File: src/rtl/ram_rw_arbiter_pkg.sv
// Shared types and defaults for the two-requester block-RAM arbiter.
// Owner encoding is used by both the arbitration logic and the read tag pipe.
package ram_rw_arbiter_pkg;

    localparam int unsigned ADDR_W_DEF = 5;
    localparam int unsigned DATA_W_DEF = 8;
    localparam int unsigned RD_LAT_DEF = 2;

    typedef enum logic {
        OWNER_A = 1'b0,
        OWNER_B = 1'b1
    } owner_e;

    typedef struct packed {
        logic   valid;
        owner_e owner;
    } rd_tag_t;

    // Returns {pick_b, pick_a}; on a tie the requester that did not own the port last wins.
    function automatic logic [1:0] arb_pick(
        input logic   elig_a,
        input logic   elig_b,
        input owner_e last_owner
    );
        logic pick_a;
        logic pick_b;
        pick_a = elig_a & (~elig_b | (last_owner == OWNER_B));
        pick_b = elig_b & ~pick_a;
        return {pick_b, pick_a};
    endfunction

endpackage

File: src/rtl/ram_rw_arbiter_rd_tag_pipe.sv
// Delay line carrying {valid, owner} for each granted read through the RAM read latency.
// Cleared asynchronously so that reads in flight at reset never return.
module rd_tag_pipe
    import ram_rw_arbiter_pkg::*;
#(
    parameter int unsigned DEPTH = RD_LAT_DEF
) (
    input  logic    i_clk,
    input  logic    i_rst_n,
    input  rd_tag_t i_tag,
    output rd_tag_t o_tag
);

    rd_tag_t r_stage [DEPTH];

    always_ff @(posedge i_clk or negedge i_rst_n) begin
        if (!i_rst_n) begin
            for (int unsigned i = 0; i < DEPTH; i++) begin
                r_stage[i] <= '0;
            end
        end else begin
            r_stage[0] <= i_tag;
            for (int unsigned i = 1; i < DEPTH; i++) begin
                r_stage[i] <= r_stage[i-1];
            end
        end
    end

    assign o_tag = r_stage[DEPTH-1];

endmodule

File: src/rtl/ram_rw_arbiter.sv
// Round-robin arbiter sharing one single-port block RAM between requesters A and B.
// Grants and the RAM port are registered together; read data is routed back to its owner.
module ram_rw_arbiter
    import ram_rw_arbiter_pkg::*;
#(
    parameter int unsigned ADDR_W = ADDR_W_DEF,
    parameter int unsigned DATA_W = DATA_W_DEF,
    parameter int unsigned RD_LAT = RD_LAT_DEF
) (
    input  logic              sys_clk,
    input  logic              sys_rst_n,

    input  logic              req_a,
    input  logic              we_a,
    input  logic [ADDR_W-1:0] addr_a,
    input  logic [DATA_W-1:0] wdata_a,
    output logic              gnt_a,
    output logic              rvalid_a,
    output logic [DATA_W-1:0] rdata_a,

    input  logic              req_b,
    input  logic              we_b,
    input  logic [ADDR_W-1:0] addr_b,
    input  logic [DATA_W-1:0] wdata_b,
    output logic              gnt_b,
    output logic              rvalid_b,
    output logic [DATA_W-1:0] rdata_b,

    output logic              ram_en,
    output logic              ram_we,
    output logic [ADDR_W-1:0] ram_addr,
    output logic [DATA_W-1:0] ram_din,
    input  logic [DATA_W-1:0] ram_dout
);

    logic              r_gnt_a;
    logic              r_gnt_b;
    owner_e            r_last_owner;
    logic              r_ram_en;
    logic              r_ram_we;
    logic [ADDR_W-1:0] r_ram_addr;
    logic [DATA_W-1:0] r_ram_din;
    logic              r_rvalid_a;
    logic              r_rvalid_b;
    logic [DATA_W-1:0] r_rdata_a;
    logic [DATA_W-1:0] r_rdata_b;

    logic              w_elig_a;
    logic              w_elig_b;
    logic [1:0]        w_pick;
    logic              w_pick_a;
    logic              w_pick_b;
    rd_tag_t           w_tag_in;
    rd_tag_t           w_tag_out;

    // A requester still showing its grant is masked, since its req may not have dropped yet.
    assign w_elig_a = req_a & ~r_gnt_a;
    assign w_elig_b = req_b & ~r_gnt_b;
    assign w_pick   = arb_pick(w_elig_a, w_elig_b, r_last_owner);
    assign w_pick_a = w_pick[0];
    assign w_pick_b = w_pick[1];

    always_ff @(posedge sys_clk or negedge sys_rst_n) begin
        if (!sys_rst_n) begin
            r_gnt_a      <= 1'b0;
            r_gnt_b      <= 1'b0;
            r_last_owner <= OWNER_B;
            r_ram_en     <= 1'b0;
            r_ram_we     <= 1'b0;
            r_ram_addr   <= '0;
            r_ram_din    <= '0;
        end else begin
            r_gnt_a  <= w_pick_a;
            r_gnt_b  <= w_pick_b;
            r_ram_en <= w_pick_a | w_pick_b;
            if (w_pick_a) begin
                r_ram_we     <= we_a;
                r_ram_addr   <= addr_a;
                r_ram_din    <= wdata_a;
                r_last_owner <= OWNER_A;
            end else if (w_pick_b) begin
                r_ram_we     <= we_b;
                r_ram_addr   <= addr_b;
                r_ram_din    <= wdata_b;
                r_last_owner <= OWNER_B;
            end else begin
                r_ram_we <= 1'b0;
            end
        end
    end

    // The cycle the RAM port carries a read is the cycle its tag enters the pipe.
    assign w_tag_in.valid = r_ram_en & ~r_ram_we;
    assign w_tag_in.owner = r_gnt_b ? OWNER_B : OWNER_A;

    rd_tag_pipe #(
        .DEPTH (RD_LAT)
    ) u_rd_tag_pipe (
        .i_clk   (sys_clk),
        .i_rst_n (sys_rst_n),
        .i_tag   (w_tag_in),
        .o_tag   (w_tag_out)
    );

    always_ff @(posedge sys_clk or negedge sys_rst_n) begin
        if (!sys_rst_n) begin
            r_rvalid_a <= 1'b0;
            r_rvalid_b <= 1'b0;
            r_rdata_a  <= '0;
            r_rdata_b  <= '0;
        end else begin
            r_rvalid_a <= 1'b0;
            r_rvalid_b <= 1'b0;
            if (w_tag_out.valid) begin
                if (w_tag_out.owner == OWNER_A) begin
                    r_rvalid_a <= 1'b1;
                    r_rdata_a  <= ram_dout;
                end else begin
                    r_rvalid_b <= 1'b1;
                    r_rdata_b  <= ram_dout;
                end
            end
        end
    end

    assign gnt_a    = r_gnt_a;
    assign gnt_b    = r_gnt_b;
    assign ram_en   = r_ram_en;
    assign ram_we   = r_ram_we;
    assign ram_addr = r_ram_addr;
    assign ram_din  = r_ram_din;
    assign rvalid_a = r_rvalid_a;
    assign rvalid_b = r_rvalid_b;
    assign rdata_a  = r_rdata_a;
    assign rdata_b  = r_rdata_b;

endmodule

File: config.mk
export PLATFORM = sky130hd
export DESIGN_NAME = ram_rw_arbiter
export DESIGN_NICKNAME = d
export VERILOG_FILES = /design/src/rtl/ram_rw_arbiter_pkg.sv /design/src/rtl/ram_rw_arbiter_rd_tag_pipe.sv /design/src/rtl/ram_rw_arbiter.sv
export SDC_FILE = /design/constraint.sdc
export NUM_CORES = 1
export LEC_CHECK = 0
export CAP_MARGIN = 20
export CORE_MARGIN = 4
export CORE_UTILIZATION = 40
export CTS_CLUSTER_DIAMETER = 80
export CTS_CLUSTER_SIZE = 40
export DETAILED_ROUTE_END_ITERATION = 6
export GPL_TIMING_DRIVEN = 0
export PLACE_DENSITY = 0.88
export SLEW_MARGIN = 0
export SYNTH_ARGS = -nofsm -noshare
export SYNTH_HDL_FRONTEND = slang
export SYNTH_SLANG_ARGS = --single-unit
File: constraint.sdc
create_clock -name sys_clk -period 1.6 [get_ports sys_clk]
set_input_delay 0.32 -clock sys_clk [delete_from_list [all_inputs] [get_ports sys_clk]]
set_output_delay 0.32 -clock sys_clk [all_outputs]
set_load 0.02 [all_outputs]
# After elaboration in Yosys (flattened, before gate mapping)
# Index checks and enable logic that the tools add are counted.
totals:
  reg_bits: 40
  inputBits: 40
  output_inout_bits: 35
  word_cells: 44
op_classes:
  muxes: 13
  bitwise: 13
  reduce_logical: 3
op_table:
  columns: ["op", "n"]
  rows:
  - ["two-way mux 8 bit", 2]
  - ["two-way mux 5 bit", 2]
  - ["two-way mux 1 bit", 9]
  - ["inverter 1 bit", 6]
  - ["bitwise AND 1 bit", 5]
  - ["AND reduction 2 bit", 2]
  - ["OR 1 bit", 2]
  - ["nonzero test 2 bit", 1]

# Longest topological paths before layout
logic_depth:
  word_depth: 9
  mapped_depth: 5

# By module
# Synthesis repeated with hierarchy kept, for this count alone.
unflattened:
  hier_cells: 105
  hier_area_um2: 1576.5
modules_own_cells:
  columns: ["mod", "instances", "cells_per_inst", "area_each_um2"]
  rows:
  - ["ram_rw_arbiter", 1, 99, 1461.4]
  - ["rd_tag_pipe", 1, 6, 115.1]

# Worst setup path after synthesis
# No wires, ideal clock.
synth_timing:
  path_kind: "register to register"
  start: "reg r_gnt_b, in the netlist gnt_b"
  end: "reg r_ram_addr[0], in the netlist ram_addr[0]"
  setup_ps: 126
  arrival_ps: 1295
  setup_slack_ps: 179
  stages_incl_launch_ff: 5
  cell_sequence: "dfrtp_1 nand2b_4 o21a_4 buf_6 a221o_1"
synth_between:
  elab_chain_cells: 8
  word_cells_on_any_way: 9
  cone_classes: "1 x mux; 7 x bitwise; 1 x reduce/logical"
synth_lines:
  columns: ["item", "line", "text"]
  rows:
  - ["start, declared", "ram_rw_arbiter.sv:37", "logic r_gnt_b;"]
  - ["start signal, assigned", "ram_rw_arbiter.sv:74", "r_gnt_b <= w_pick_b;"]
  - ["inverter 1 bit *", "ram_rw_arbiter.sv:58", "assign w_elig_b = req_b & ~r_gnt_b;"]
  - ["bitwise AND 1 bit *", "ram_rw_arbiter.sv:58", null]
  - ["inverter 1 bit *", "ram_rw_arbiter_pkg.sv:27", "pick_a = elig_a & (~elig_b | (last_owner == OWNER_B));"]
  - ["OR 1 bit *", "ram_rw_arbiter_pkg.sv:27", null]
  - ["bitwise AND 1 bit *", "ram_rw_arbiter_pkg.sv:27", null]
  - ["named net w_pick_a", "ram_rw_arbiter.sv:51", "logic w_pick_a;"]
  - ["inverter 1 bit", "ram_rw_arbiter_pkg.sv:28", "pick_b = elig_b & ~pick_a;"]
  - ["bitwise AND 1 bit", "ram_rw_arbiter_pkg.sv:28", null]
  - ["nonzero test 2 bit (no line)", null, null]
  - ["end signal, assigned", "ram_rw_arbiter.sv:78", "r_ram_addr <= addr_a;"]
  - ["end signal, assigned", "ram_rw_arbiter.sv:83", "r_ram_addr <= addr_b;"]
  - ["end, declared", "ram_rw_arbiter.sv:41", "logic [ADDR_W-1:0] r_ram_addr;"]
# The timed path passes the listed nets; every way through them passes the cells marked *.
# A chain may end at the register's enable or synchronous reset.

# Final worst setup path
layout_timing:
  start: "reg r_ram_din[0], in the netlist ram_din[0]"
  end: "out ram_din[0]"
layout_lines:
  columns: ["item", "line", "text"]
  rows:
  - ["start, declared", "ram_rw_arbiter.sv:42", "logic [DATA_W-1:0] r_ram_din;"]
  - ["start signal, assigned", "ram_rw_arbiter.sv:79", "r_ram_din <= wdata_a;"]
  - ["start signal, assigned", "ram_rw_arbiter.sv:84", "r_ram_din <= wdata_b;"]
  - ["end, declared", "ram_rw_arbiter.sv:32", "output logic [DATA_W-1:0] ram_din,"]
# No word-level cell between the ends.

==> results.ini <==
[outcome]
outcome=completed

[place]
io_buffers=74
place_hpwl_um=2780
place_inst=225
gp_congestion=0.818

[power_and_ir_drop]
combPwrFrac_pct=41.4
p_int_uw=2490
power_density_nw_per_um2=1470
clkPwrFrac_pct=18.3
switching_share_pct=32.0
pwr-share-seq_pct=40.3
peakVddDrop_mv=0.490
p_switching_uw=1170
leakage_uw=0.00119

[floorplan]
core-area_um2=3720
rows=22
die-area_um2=4970
initial_core_util_pct=42.0
die_w_um=70.5
ios=75
die_h_um=70.5

[final_layout]
diodes=0
num-nets-final=224
area_growth_pct=59.5
post_layout_nonfiller_instances=233
final_layout_size_suffix_gt1_share_pct=18.9

[clock_tree]
cts.path.max_buffers=2
root_buffer=clkbuf_8
clk_latency_ps=290
clkSinkCount=40
cts_htree_levels=2
cts_buffers=5
cts_tree=built
path_clk_slew_ps=70
postCtsHoldBufs=0

[route]
avgViaCountPerCell=4.95
wl_per_cell_um=15.4
dr.pass1.iters=4
drt-initial-drc-count=58
finalWirelength_um=3590
vias=1154
drc_errors=0
ant_nets=0

[global_routing]
grt_pass1_vias=1225
grt_antenna_before_repair=0
grt_max_degree=41
gr-usage-all-layers_pct=15.6
grt_pass1_wl_um=5960
grt_overflow_total=0

[setup_path]
worst_setup_path_start_kind=flip-flop
cpPeakStageDelay_ps=620
path_cells=clkdlybuf4s50_1
slowest_stage=clkdlybuf4s50_1
crit_family=buffers and inverters
cp_max_fo=2
cp.required_ps=1280
crit_type=reg2out
critPathBufInv=1
crit_path_end_kind=primary output
arrival_ps=1250

[sta]
hold_viol_final=0
slew_headroom_pct=44.3
clock.fmax_mhz=637
setup_violations=0
drv_slew=0
fin_skew_ps=5.01
fin_crit_sh_pct=98.2
rsz0062_at_grt=no
fin_crit_ps=1570
tightestPinTransition_ps=836
tns_ps=0

[yosys]
syn_area_um2=1560
netlist_instances=103
yosys_warnings=0
synth-seq-cells=40
syn_area_per_cell_um2=15.2
yosysSeqAreaShare_pct=64.2
syn_nets=143
ys_types=19

[min_path]
hold_path_class=in2async

[run]
maxCapViolations=0

## cells in the final DEF, fill, tap and decap left out, types with 2 or more instances in the layout
cell type / Yosys / final
buf_2: 3 / 3
buf_6: 3 / 3
nor3b_1: 13 / 13
dlygate4sd2_1: 0 / 2
mux2_2: 16 / 16
nor2b_1: 3 / 3
clkbuf_8: 0 / 6
dlymetal6s2s_1: 0 / 16
clkinv_2: 0 / 2
clkdlybuf4s50_1: 0 / 55
a221o_1: 13 / 13
nand2_1: 2 / 2
dfrtp_1: 39 / 39
## stage by stage
step | setup slack [ps] | hold WS, ps | cell area, µm² | power, µW | util (%)
6_report | 29.4 | 137 | 2490 | 3650 | 67.0
5_1_grt | 0.482 | 207 | 2490 | 3860 | 67.0
4_1_cts | 4.44 | 155 | 2450 | 3740 | 65.9
3_5_place_dp | -239 | 352 | 2360 | 3060 | 63.4
3_3_place_gp | -619 | 332 | 2360 | 3020 | 63.6
2_1_floorplan | 179 | 24.4 | 1560 | 2260 | -
## timing repair
item / CTS / global route
setup buffers: 0 / 0
resized for setup: 2 / 17
endpoints found under the setup margin: 2 / 18
gates cloned: 0 / 0
## flip-flops by register name, indices dropped and copies added (netlist names)
signal / count
rdata_b: 8
r_last_owner: 1
rvalid_a: 1
u_rd_tag_pipe.r_stage: 2
rdata_a: 8
u_rd_tag_pipe.o_tag: 2
gnt_a: 1
ram_din: 8
ram_addr: 5
ram_we: 1
ram_en: 1
gnt_b: 1
rvalid_b: 1
## final cells by class
| class | count | area (µm²) |
|---|---|---|
| inverters | 1 | 3.75 |
| clock inverters | 2 | 10.0 |
| plain buffers | 6 | 51.3 |
| repair buffers | 74 | 773 |
| well taps | 48 | 60.1 |
| multi-input cells | 56 | 507 |
| fillers | 283 | 1230 |
| clock buffers | 6 | 82.6 |
| flip-flops and latches | 40 | 1000 |
## Yosys cell counts, drive strengths merged
cell type  number  area [µm²]
buf             6        48.8
and2b           1        7.51
mux2           16         180
nand2           2        7.51
nor3b          13        97.6
a21oi           2        13.8
dfstp           1        26.3
nor2b           3        18.8
a221o          13         130
inv             1        3.75
o211ai          1        7.51
nor2            1        3.75
dfrtp          39         976
nand2b          2        20.0
o21a            1        15.0
o21ai           1        5.00
## per-layer routing
layer / global-route usage, % / vias to the layer above / routed length [µm]
met2: 25.8 / 52 / 1810
met1: 17.9 / 547 / 1440
met5: 0 / - / 0
met3: 6.04 / 10 / 265
met4: 6.38 / 0 / 79
li1: - / 545 / -
## final timing paths
path	from	cells after the start	to	slack [ps]
worst max-delay path	ram_din[0]	1	ram_din[0]	30
worst max register to register	gnt_b	4	ram_din[5]	150
worst min-delay path	sys_rst_n	1	rdata_b[3]	140
min in group sys_clk	u_rd_tag_pipe.r_stage[3]	0	u_rd_tag_pipe.o_tag[1]	370
worst min register to register	u_rd_tag_pipe.r_stage[3]	0	u_rd_tag_pipe.o_tag[1]	370
max in group asynchronous	sys_rst_n	1	rdata_a[0]	940
## kinds of logic (layout without fill, tap and decap cells)
family,count (synthesis),after routing,synth area share (%)
mux,16,16,11.5
simple gates,22,22,9.94
flops,40,40,64.2
compound gates,18,18,11.0
buf+inv,7,89,3.36
## power by group through the flow
stage                     Sequential, µW  Combinational [µW]  Clock (µW)
after global routing                1510                1610         739
after floorplan                     1840                 421           0
after detailed placement            1500                1560           0
after global placement              1480                1530           0
final                               1470                1510         670
after CTS                           1480                1560         701
Power figures use the tool's default switching activity.
